$ cat config.mk
export PLATFORM = sky130hd
export DESIGN_NAME = cmp_arbiter_flat
export DESIGN_NICKNAME = d
export VERILOG_FILES = /design/src/rtl/cmp_pkg.sv /design/src/rtl/cmp_arbiter_if.sv /design/src/rtl/cmp_arbiter_eq_cmp.sv /design/src/rtl/cmp_arbiter.sv /design/src/flat_wrapper.sv
export SDC_FILE = /design/constraint.sdc
export NUM_CORES = 1
export LEC_CHECK = 0
export CAP_MARGIN = 20
export CORE_ASPECT_RATIO = 1.4
export CORE_MARGIN = 1.5
export CORE_UTILIZATION = 32
export CTS_BUF_LIST = sky130_fd_sc_hd__clkbuf_16
export CTS_CLUSTER_DIAMETER = 200
export DETAILED_ROUTE_END_ITERATION = 6
export SKIP_CTS_REPAIR_TIMING = 1
export SLEW_MARGIN = 20
export SYNTH_ARGS = -nofsm -noshare
export SYNTH_HDL_FRONTEND = slang
export SYNTH_SLANG_ARGS = --single-unit
$ cat constraint.sdc
create_clock -name clk -period 1.2 [get_ports clk]
set_input_delay 0.18 -clock clk [delete_from_list [all_inputs] [get_ports clk]]
set_output_delay 0.18 -clock clk [all_outputs]
set_load 0.01 [all_outputs]
$ cat src/rtl/cmp_pkg.sv
// Shared definitions for the arbitrated equality-comparator sequencer:
// FSM state encoding, op and port-ID constants, and the round-robin pick.
package cmp_pkg;

    // Sequencer states: idle/arbitrate, compare, hold response
    typedef enum logic [1:0] {
        IDLE = 2'd0,
        CMP  = 2'd1,
        RESP = 2'd2
    } state_e;

    // Operation select carried with each request
    localparam logic OP_EQ = 1'b0;
    localparam logic OP_NE = 1'b1;

    // Requester identities, also used as the response tag
    localparam logic PORT0 = 1'b0;
    localparam logic PORT1 = 1'b1;

    // Width of the per-port grant counters
    localparam int CNT_W = 8;

    // Round-robin pick between the two requesters. A lone requester wins
    // regardless of the pointer; the pointer only breaks ties.
    // Returns a one-hot (or zero) grant vector, bit N for port N.
    function automatic logic [1:0] rr_grant(input logic v0,
                                            input logic v1,
                                            input logic ptr);
        logic [1:0] g;
        g[0] = v0 && (!v1 || (ptr == PORT0));
        g[1] = v1 && (!v0 || (ptr == PORT1));
        return g;
    endfunction

endpackage

$ cat src/rtl/cmp_arbiter_if.sv
// Request/response bundle between the two requesters, the response
// consumer and the comparator sequencer. The master side is the
// requester/consumer environment; the slave side is the sequencer.
interface cmp_arbiter_if #(
    parameter int WIDTH = 8
);
    import cmp_pkg::*;

    // Port 0: branch-resolve logic
    logic             req0_valid;
    logic             req0_ready;
    logic [WIDTH-1:0] req0_a;
    logic [WIDTH-1:0] req0_b;
    logic             req0_ne;

    // Port 1: loop/compare-instruction logic
    logic             req1_valid;
    logic             req1_ready;
    logic [WIDTH-1:0] req1_a;
    logic [WIDTH-1:0] req1_b;
    logic             req1_ne;

    // Shared response channel
    logic             rsp_valid;
    logic             rsp_ready;
    logic             rsp_id;
    logic             rsp_flag;

    // Status
    logic             busy;
    logic [CNT_W-1:0] gnt_cnt0;
    logic [CNT_W-1:0] gnt_cnt1;

    modport master (
        output req0_valid, req0_a, req0_b, req0_ne,
        output req1_valid, req1_a, req1_b, req1_ne,
        output rsp_ready,
        input  req0_ready, req1_ready,
        input  rsp_valid, rsp_id, rsp_flag,
        input  busy, gnt_cnt0, gnt_cnt1
    );

    modport slave (
        input  req0_valid, req0_a, req0_b, req0_ne,
        input  req1_valid, req1_a, req1_b, req1_ne,
        input  rsp_ready,
        output req0_ready, req1_ready,
        output rsp_valid, rsp_id, rsp_flag,
        output busy, gnt_cnt0, gnt_cnt1
    );

endinterface

$ cat src/rtl/cmp_arbiter_eq_cmp.sv
// Purely combinational WIDTH-bit unsigned equality compare.
module eq_cmp #(
    parameter int WIDTH = 8
) (
    input  logic [WIDTH-1:0] a_i,
    input  logic [WIDTH-1:0] b_i,
    output logic             eq_o
);

    assign eq_o = (a_i == b_i);

endmodule

$ cat src/rtl/cmp_arbiter.sv
// Two-port round-robin sequencer in front of a single equality comparator.
// A granted request is latched, compared in the following cycle and held
// as a tagged response until the consumer accepts it. WIDTH must match
// the WIDTH of the connected cmp_arbiter_if.
module cmp_arbiter
    import cmp_pkg::*;
#(
    parameter int WIDTH = 8
) (
    input  logic          clk,
    input  logic          rst_n,
    cmp_arbiter_if.slave  bus
);

    state_e           state_q, state_d;
    logic             rr_ptr_q, rr_ptr_d;
    logic [WIDTH-1:0] a_q, a_d;
    logic [WIDTH-1:0] b_q, b_d;
    logic             ne_q, ne_d;
    logic             id_q, id_d;
    logic             flag_q, flag_d;
    logic [CNT_W-1:0] cnt0_q, cnt0_d;
    logic [CNT_W-1:0] cnt1_q, cnt1_d;

    logic [1:0]       gnt;
    logic             eq;

    // Single shared comparator, always fed from the latched operands so
    // requester activity after the grant cannot disturb the result.
    eq_cmp #(
        .WIDTH (WIDTH)
    ) u_eq_cmp (
        .a_i  (a_q),
        .b_i  (b_q),
        .eq_o (eq)
    );

    // Next-state, arbitration and operand-capture logic
    always_comb begin
        // NOTE: every variable gets a default before the case so that no
        // path leaves it unassigned; a missing default infers a latch.
        state_d  = state_q;
        rr_ptr_d = rr_ptr_q;
        a_d      = a_q;
        b_d      = b_q;
        ne_d     = ne_q;
        id_d     = id_q;
        flag_d   = flag_q;
        cnt0_d   = cnt0_q;
        cnt1_d   = cnt1_q;
        gnt      = 2'b00;

        case (state_q)
            IDLE: begin
                gnt = rr_grant(bus.req0_valid, bus.req1_valid, rr_ptr_q);
                if (gnt[0]) begin
                    a_d     = bus.req0_a;
                    b_d     = bus.req0_b;
                    ne_d    = bus.req0_ne;
                    id_d    = PORT0;
                    cnt0_d  = cnt0_q + CNT_W'(1);
                    state_d = CMP;
                end else if (gnt[1]) begin
                    a_d     = bus.req1_a;
                    b_d     = bus.req1_b;
                    ne_d    = bus.req1_ne;
                    id_d    = PORT1;
                    cnt1_d  = cnt1_q + CNT_W'(1);
                    state_d = CMP;
                end
            end

            CMP: begin
                // NE op inverts the equality result
                flag_d  = eq ^ (ne_q == OP_NE);
                state_d = RESP;
            end

            RESP: begin
                if (bus.rsp_ready) begin
                    // The port just served loses the next tie
                    rr_ptr_d = ~id_q;
                    state_d  = IDLE;
                end
            end

            default: begin
                state_d = IDLE;
            end
        endcase
    end

    // State, pointer, latched request, result and grant counters
    always_ff @(posedge clk or negedge rst_n) begin
        if (!rst_n) begin
            // NOTE: the latched operands are plain registers, not a memory
            // array, so they are cleared with the rest of the state and
            // never expose stale data after reset.
            state_q  <= IDLE;
            rr_ptr_q <= PORT0;
            a_q      <= '0;
            b_q      <= '0;
            ne_q     <= OP_EQ;
            id_q     <= PORT0;
            flag_q   <= 1'b0;
            cnt0_q   <= '0;
            cnt1_q   <= '0;
        end else begin
            // NOTE: non-blocking assignments so every register samples the
            // pre-edge values regardless of statement order.
            state_q  <= state_d;
            rr_ptr_q <= rr_ptr_d;
            a_q      <= a_d;
            b_q      <= b_d;
            ne_q     <= ne_d;
            id_q     <= id_d;
            flag_q   <= flag_d;
            cnt0_q   <= cnt0_d;
            cnt1_q   <= cnt1_d;
        end
    end

    // Ready is suppressed while reset is held: the FSM cannot take a
    // grant then, so no handshake may be reported to a requester.
    assign bus.req0_ready = gnt[0] && rst_n;
    assign bus.req1_ready = gnt[1] && rst_n;

    assign bus.rsp_valid  = (state_q == RESP);
    assign bus.rsp_id     = id_q;
    assign bus.rsp_flag   = flag_q;
    assign bus.busy       = (state_q != IDLE);
    assign bus.gnt_cnt0   = cnt0_q;
    assign bus.gnt_cnt1   = cnt1_q;

endmodule

$ cat src/flat_wrapper.sv
// flat-port wrapper written by rule: the top's interface ports become plain ports
module cmp_arbiter_flat import cmp_pkg::*;
#(
    parameter int WIDTH = 8
)
  (clk, rst_n, bus_req0_valid, bus_req0_a, bus_req0_b, bus_req0_ne, bus_req1_valid, bus_req1_a, bus_req1_b, bus_req1_ne, bus_rsp_ready, bus_req0_ready, bus_req1_ready, bus_rsp_valid, bus_rsp_id, bus_rsp_flag, bus_busy, bus_gnt_cnt0, bus_gnt_cnt1);
  cmp_arbiter_if #(.WIDTH(WIDTH)) bus_i ();
  input  logic clk;
  input  logic rst_n;
  input wire logic [$bits(bus_i.req0_valid)-1:0] bus_req0_valid;
  input wire logic [$bits(bus_i.req0_a)-1:0] bus_req0_a;
  input wire logic [$bits(bus_i.req0_b)-1:0] bus_req0_b;
  input wire logic [$bits(bus_i.req0_ne)-1:0] bus_req0_ne;
  input wire logic [$bits(bus_i.req1_valid)-1:0] bus_req1_valid;
  input wire logic [$bits(bus_i.req1_a)-1:0] bus_req1_a;
  input wire logic [$bits(bus_i.req1_b)-1:0] bus_req1_b;
  input wire logic [$bits(bus_i.req1_ne)-1:0] bus_req1_ne;
  input wire logic [$bits(bus_i.rsp_ready)-1:0] bus_rsp_ready;
  output wire logic [$bits(bus_i.req0_ready)-1:0] bus_req0_ready;
  output wire logic [$bits(bus_i.req1_ready)-1:0] bus_req1_ready;
  output wire logic [$bits(bus_i.rsp_valid)-1:0] bus_rsp_valid;
  output wire logic [$bits(bus_i.rsp_id)-1:0] bus_rsp_id;
  output wire logic [$bits(bus_i.rsp_flag)-1:0] bus_rsp_flag;
  output wire logic [$bits(bus_i.busy)-1:0] bus_busy;
  output wire logic [$bits(bus_i.gnt_cnt0)-1:0] bus_gnt_cnt0;
  output wire logic [$bits(bus_i.gnt_cnt1)-1:0] bus_gnt_cnt1;
  assign bus_i.req0_valid = bus_req0_valid;
  assign bus_i.req0_a = bus_req0_a;
  assign bus_i.req0_b = bus_req0_b;
  assign bus_i.req0_ne = bus_req0_ne;
  assign bus_i.req1_valid = bus_req1_valid;
  assign bus_i.req1_a = bus_req1_a;
  assign bus_i.req1_b = bus_req1_b;
  assign bus_i.req1_ne = bus_req1_ne;
  assign bus_i.rsp_ready = bus_rsp_ready;
  assign bus_req0_ready = bus_i.req0_ready;
  assign bus_req1_ready = bus_i.req1_ready;
  assign bus_rsp_valid = bus_i.rsp_valid;
  assign bus_rsp_id = bus_i.rsp_id;
  assign bus_rsp_flag = bus_i.rsp_flag;
  assign bus_busy = bus_i.busy;
  assign bus_gnt_cnt0 = bus_i.gnt_cnt0;
  assign bus_gnt_cnt1 = bus_i.gnt_cnt1;
  cmp_arbiter #(.WIDTH(WIDTH)) u_core (.clk(clk), .rst_n(rst_n), .bus(bus_i));
endmodule
==> reports/results.tsv, run 1 <==
metric	value	unit
netlist-cell-type-count	29	
maxSlewHeadroom	75.0	%
hpwl	2880	um
startpoint_type	register	
synth_area_leaders	dfrtp_1 (53%), mux2i_1 (9.4%), xnor2_1 (9.2%), o21ai_0 (5.0%), nand2_1 (4.6%)	
violations	hold timing, setup timing	
clock_tree.buffer_depth	2	
antenna_found_initial	0	
drtPass1Iterations	4	
place_congestion	0.761	
synth_top_area_share	52.5	%
drv_slew	0	
yosys.area.top_type	dfrtp_1	
rsz0062_at_grt	true	
synth.net_count	205	
ys_ff_latch	38	
multi_input_area	862	um^2
critical-path-top-delay-family	simple AND/OR/NAND/NOR gates	
worst_ep_arrival_time	1280	ps
fmax	686	MHz
cts_buffers	5	
synthesis.area	0.00181	mm^2
htree_levels	2	
routed-via-count	1512	
synthArstFlopShare	100	%
max_stage_delay	430	ps
drt_wl_total	3990	um
p_sw	2.22	mW
worst_slew_pin_slew	374	ps
numPortBuffers	60	
ios	61	
grt_pass1_wl	6270	um
r2r-end	u_core.bus.gnt_cnt0[7]	
clockRootBuffer	clkbuf_16	
drc	0	
area_growth_syn_to_layout	66.7	%
fin_ws	-259	ps
cp_slowest_cell	dfrtp_1	
regArea	952	um^2
cp_num_buf_inv	1	
critical_path_peak_fanout	3	
syn_inst	164	
clock_latency	270	ps
wl_per_cell	12.3	um
synth-seq-area-share	52.5	%
core.rowCount	32	
power.density	2220	mW/mm^2
start_util	33.0	%
p_leak	1.61	nW
yosysMostFrequentCell	dfrtp_1	
final_antenna_net_count	0	
hold_viol	22	
pre_cts_ws	-707	ps
finalCritPeriodShare	122	%
syn_area_per_cell	11.0	um^2
grt.overflow.total	0	
grt_usage	13.4	%
layout-drive-gt1-share	22.4	%
r2r_setup_slack	-230	ps
ys_warn_count	0	
setup_violations	37	
synth_edf_count	0	
cp_cell_sequence	nor2_4, and3_4, and2_4, buf_6	
placeableCoreArea	0.00549	mm^2
drt_iter0_drc	24	
irDropWorstVdd	1100	uV
die_w	66.6	um
setup_tns	-5220	ps
p_comb_share	48.5	%
nets	295	
antenna_cells	0	
grt_max_degree	36	
worst_hold_slack	-6.98	ps
p_sw_share	33.2	%
dieArea	0.00612	mm^2
clock-sinks	38	
cp.required	1020	ps
viasPerCell	4.68	
period_needed	1460	ps
drv_cap	0	
endpoint_kind	output pin	
clkPwrFrac	18.1	%
synth_common_cells	dfrtp_1 (38), nand2_1 (22), xnor2_1 (19)	
status	finished with violations	
worstRegToRegCells	5	
hold_class	in -> async	
cts_tree	yes	
grt_pass1_vias	1448	
r2r-start	u_core.rr_ptr_q	
skew	3.08	ps
power.internal	4.47	mW
critPathKind	reg -> out	
synth-main-ff-cell	dfrtp_1	
die_height	92	um
clk_pin_slew_worst_paths	60	ps
nFillCells	491	
power_frac_seq	33.4	%
[stage by stage]
stage               util [%]  area [um^2]  power, mW  cells
finish                  55.0         3020       6.70    323
global route            55.0         3020       7.19    323
CTS                     50.9         2790       6.34    317
detailed placement      48.4         2660       5.08    309
global placement        48.4         2660       5.02    309
floorplan                  -         1820       3.64    164
[power groups by stage]
stage	sequential (mW)	combinational [mW]	clock (mW)
2_1_floorplan	2.33	1.31	0
3_3_place_gp	2.23	2.79	0
3_5_place_dp	2.24	2.84	0
4_1_cts	2.23	2.86	1.25
5_1_grt	2.31	3.56	1.33
6_report	2.24	3.25	1.21
[sequential cells by signal (all words and copies together) (netlist names)]
register,count
u_core.bus.rsp_id,1
u_core.b_q,8
u_core.state_q,2
u_core.ne_q,1
u_core.bus.gnt_cnt0,8
u_core.a_q,8
u_core.bus.rsp_flag,1
u_core.rr_ptr_q,1
u_core.bus.gnt_cnt1,8
[cell type report]
type | instances | area share [%]
multi-input cells | 116 | 28.6
inverters | 4 | 0.663
flip-flops and latches | 38 | 31.6
repair buffers | 89 | 31.8
clock inverters | 3 | 0.415
well taps | 68 | 2.82
clock buffers | 5 | 4.15
[worst reg2reg max path, cell delays in order, from the launching register on]
cell and delay (ps):
dfrtp_1 410, buf_6 130, a21bo_4 250, nor3_4 260
nand3_1 130, xnor2_1 140
[worst max-delay path by stage]
stage	from	to	slack, ps	cells after the start
finish	u_core.state_q[1]	bus_req1_ready	-260	4
detailed placement	bus_req0_valid	bus_req0_ready	-710	4
floorplan	u_core.rr_ptr_q	u_core.bus.gnt_cnt0[1]	-80	4
global route	u_core.rr_ptr_q	u_core.bus.gnt_cnt0[7]	-300	5
global placement	bus_req0_valid	bus_req0_ready	-670	4
CTS	bus_req0_valid	bus_req0_ready	-710	4
[cells in the final DEF, fill, tap and decap left out, drive strengths merged, types with 2 or more instances in the layout]
cell	instances
and3	5
buf	30
clkbuf	8
clkdlybuf4s50	36
clkinv	2
dfrtp	38
dlymetal6s2s	19
ha	2
inv	5
mux2	2
mux2i	17
nand2	22
nand2b	2
nand3	4
nand4	8
nor2	4
o21ai	19
xnor2	19
xor2	3
[logic make-up (layout without fill, tap and decap cells)]
logic type,Yosys count,in the layout,share of synthesized area (%)
adder cells (fa/ha/maj),2,2,1.38
AND/OR/NAND/NOR,49,49,14.4
flip-flops,38,38,52.5
AO/OA/AOI/OAI,24,24,7.33
buffers and inverters,10,101,3.11
multiplexers,19,19,10.6
XOR/XNOR,22,22,10.6
[per-layer routing]
metal  global-route usage, %  part of all wire, %  vias up
met5                       0                    0        -
met4                    4.59                 0.75        0
met3                    4.29                  5.4        2
met2                    23.3                   54       52
met1                    15.2                   40      707
li1                        -                    -      751
No activity file was read; power rests on OpenSTA's default activity.
==> inputs of run 2 (changes only) <==
Settings changed: HOLD_SLACK_MARGIN set to 0.03.
==> reports/results.tsv, run 2 (same netlist as run 1, synthesis figures left out) <==
metric	value	unit
fin_ws	-259	ps
p_leak	1.61	nW
final_core_util	55.0	%
antenna_cells	0	
worst_slew_pin_slew	374	ps
regArea	952	um^2
die_height	92	um
wl_per_cell	12.4	um
grt_pass1_wl	6270	um
hpwl	2880	um
critical_path_peak_fanout	3	
min_path_cells	1	
r2r-end	u_core.bus.gnt_cnt0[7]	
numPortBuffers	60	
period_needed	1460	ps
endpoint_kind	output pin	
startpoint_type	register	
clock_tree.buffer_depth	2	
worstRegToRegCells	5	
rsz0062_at_grt	true	
clock-sinks	38	
nets	295	
area_growth_syn_to_layout	66.7	%
clk_pin_slew_worst_paths	60	ps
violations	setup timing	
drc	0	
nFillCells	491	
skew	2.99	ps
maxSlewHeadroom	75.1	%
drv_cap	0	
grt_pass1_vias	1448	
layout_common_cells	dfrtp_1 (37), clkdlybuf4s50_1 (36), nand2_1 (22)	
clock_latency	270	ps
critPathKind	reg -> out	
routed-via-count	1510	
drt_iter0_drc	32	
cts_buffers	5	
hold_viol	0	
grt.overflow.total	0	
placeableCoreArea	0.00549	mm^2
dieArea	0.00612	mm^2
status	finished with violations	
antenna_found_initial	0	
setup_violations	37	
multi_input_area	862	um^2
core.rowCount	32	
htree_levels	2	
hold_end	u_core.bus.gnt_cnt1[7]	
drt_wl_total	4000	um
worst_ep_arrival_time	1280	ps
hold_class	reg -> reg	
grt_max_degree	36	
r2r_setup_slack	-220	ps
ios	61	
fmax	686	MHz
layout-drive-gt1-share	22.4	%
grt_usage	13.4	%
setup_tns	-5210	ps
clockRootBuffer	clkbuf_16	
irDropWorstVdd	1100	uV
finalCritPeriodShare	122	%
final_antenna_net_count	0	
viasPerCell	4.67	
finalPower	6.70	mW
cp.required	1020	ps
power.density	2220	mW/mm^2
r2r-start	u_core.rr_ptr_q	
hold_start	u_core.bus.gnt_cnt1[7]	
die_w	66.6	um
cts_tree	yes	
place_congestion	0.761	
drv_slew	0	
start_util	33.0	%
drtPass1Iterations	4	
final_common_cell	dfrtp_1	
## run 2: stage by stage
step / setup WS [ps] / cells / hold WS [ps] / area (um^2)
floorplan: -80.5 / 164 / -116 / 1820
global placement: -675 / 309 / 178 / 2660
detailed placement: -707 / 309 / 168 / 2660
CTS: -706 / 317 / -130 / 2790
global route: -299 / 323 / 490 / 3020
finish: -259 / 323 / 464 / 3020
## run 2: per-layer routing
metal | vias up | global-route usage, % | routed length (um)
met5 | - | 0 | 0
met4 | 0 | 4.59 | 30
met3 | 2 | 4.29 | 210
met2 | 52 | 23.3 | 2170
met1 | 705 | 15.2 | 1590
li1 | 751 | - | -
## run 2: worst max path at each step
stage	slack, ps	startpoint	cells past startpoint	end
2_1_floorplan	-80	u_core.rr_ptr_q	4	u_core.bus.gnt_cnt0[1]
3_3_place_gp	-670	bus_req0_valid	4	bus_req0_ready
3_5_place_dp	-710	bus_req0_valid	4	bus_req0_ready
4_1_cts	-710	bus_req0_valid	4	bus_req0_ready
5_1_grt	-300	u_core.rr_ptr_q	5	u_core.bus.gnt_cnt0[7]
6_report	-260	u_core.state_q[1]	4	bus_req1_ready
## run 2: layout make-up
cell class	count	share of cell area, %
inverters	4	0.663
clock buffers	5	4.15
flip-flops and latches	38	31.6
clock inverters	3	0.415
repair buffers	89	31.8
multi-input cells	116	28.6
well taps	68	2.82
## run 2: where the power goes
group / leakage, nW / internal (mW) / switching [mW]
Combinational: 1.06 / 1.90 / 1.35
Sequential: 0.473 / 1.83 / 0.408
Clock: 0.0724 / 0.750 / 0.466
Total: 1.61 / 4.47 / 2.22
## run 2: critical path, cell delays in order (launching register included)
cell     delay, ps
dfrtp_1        430
nor2_4         160
and3_4         190
and2_4         130
buf_6           90
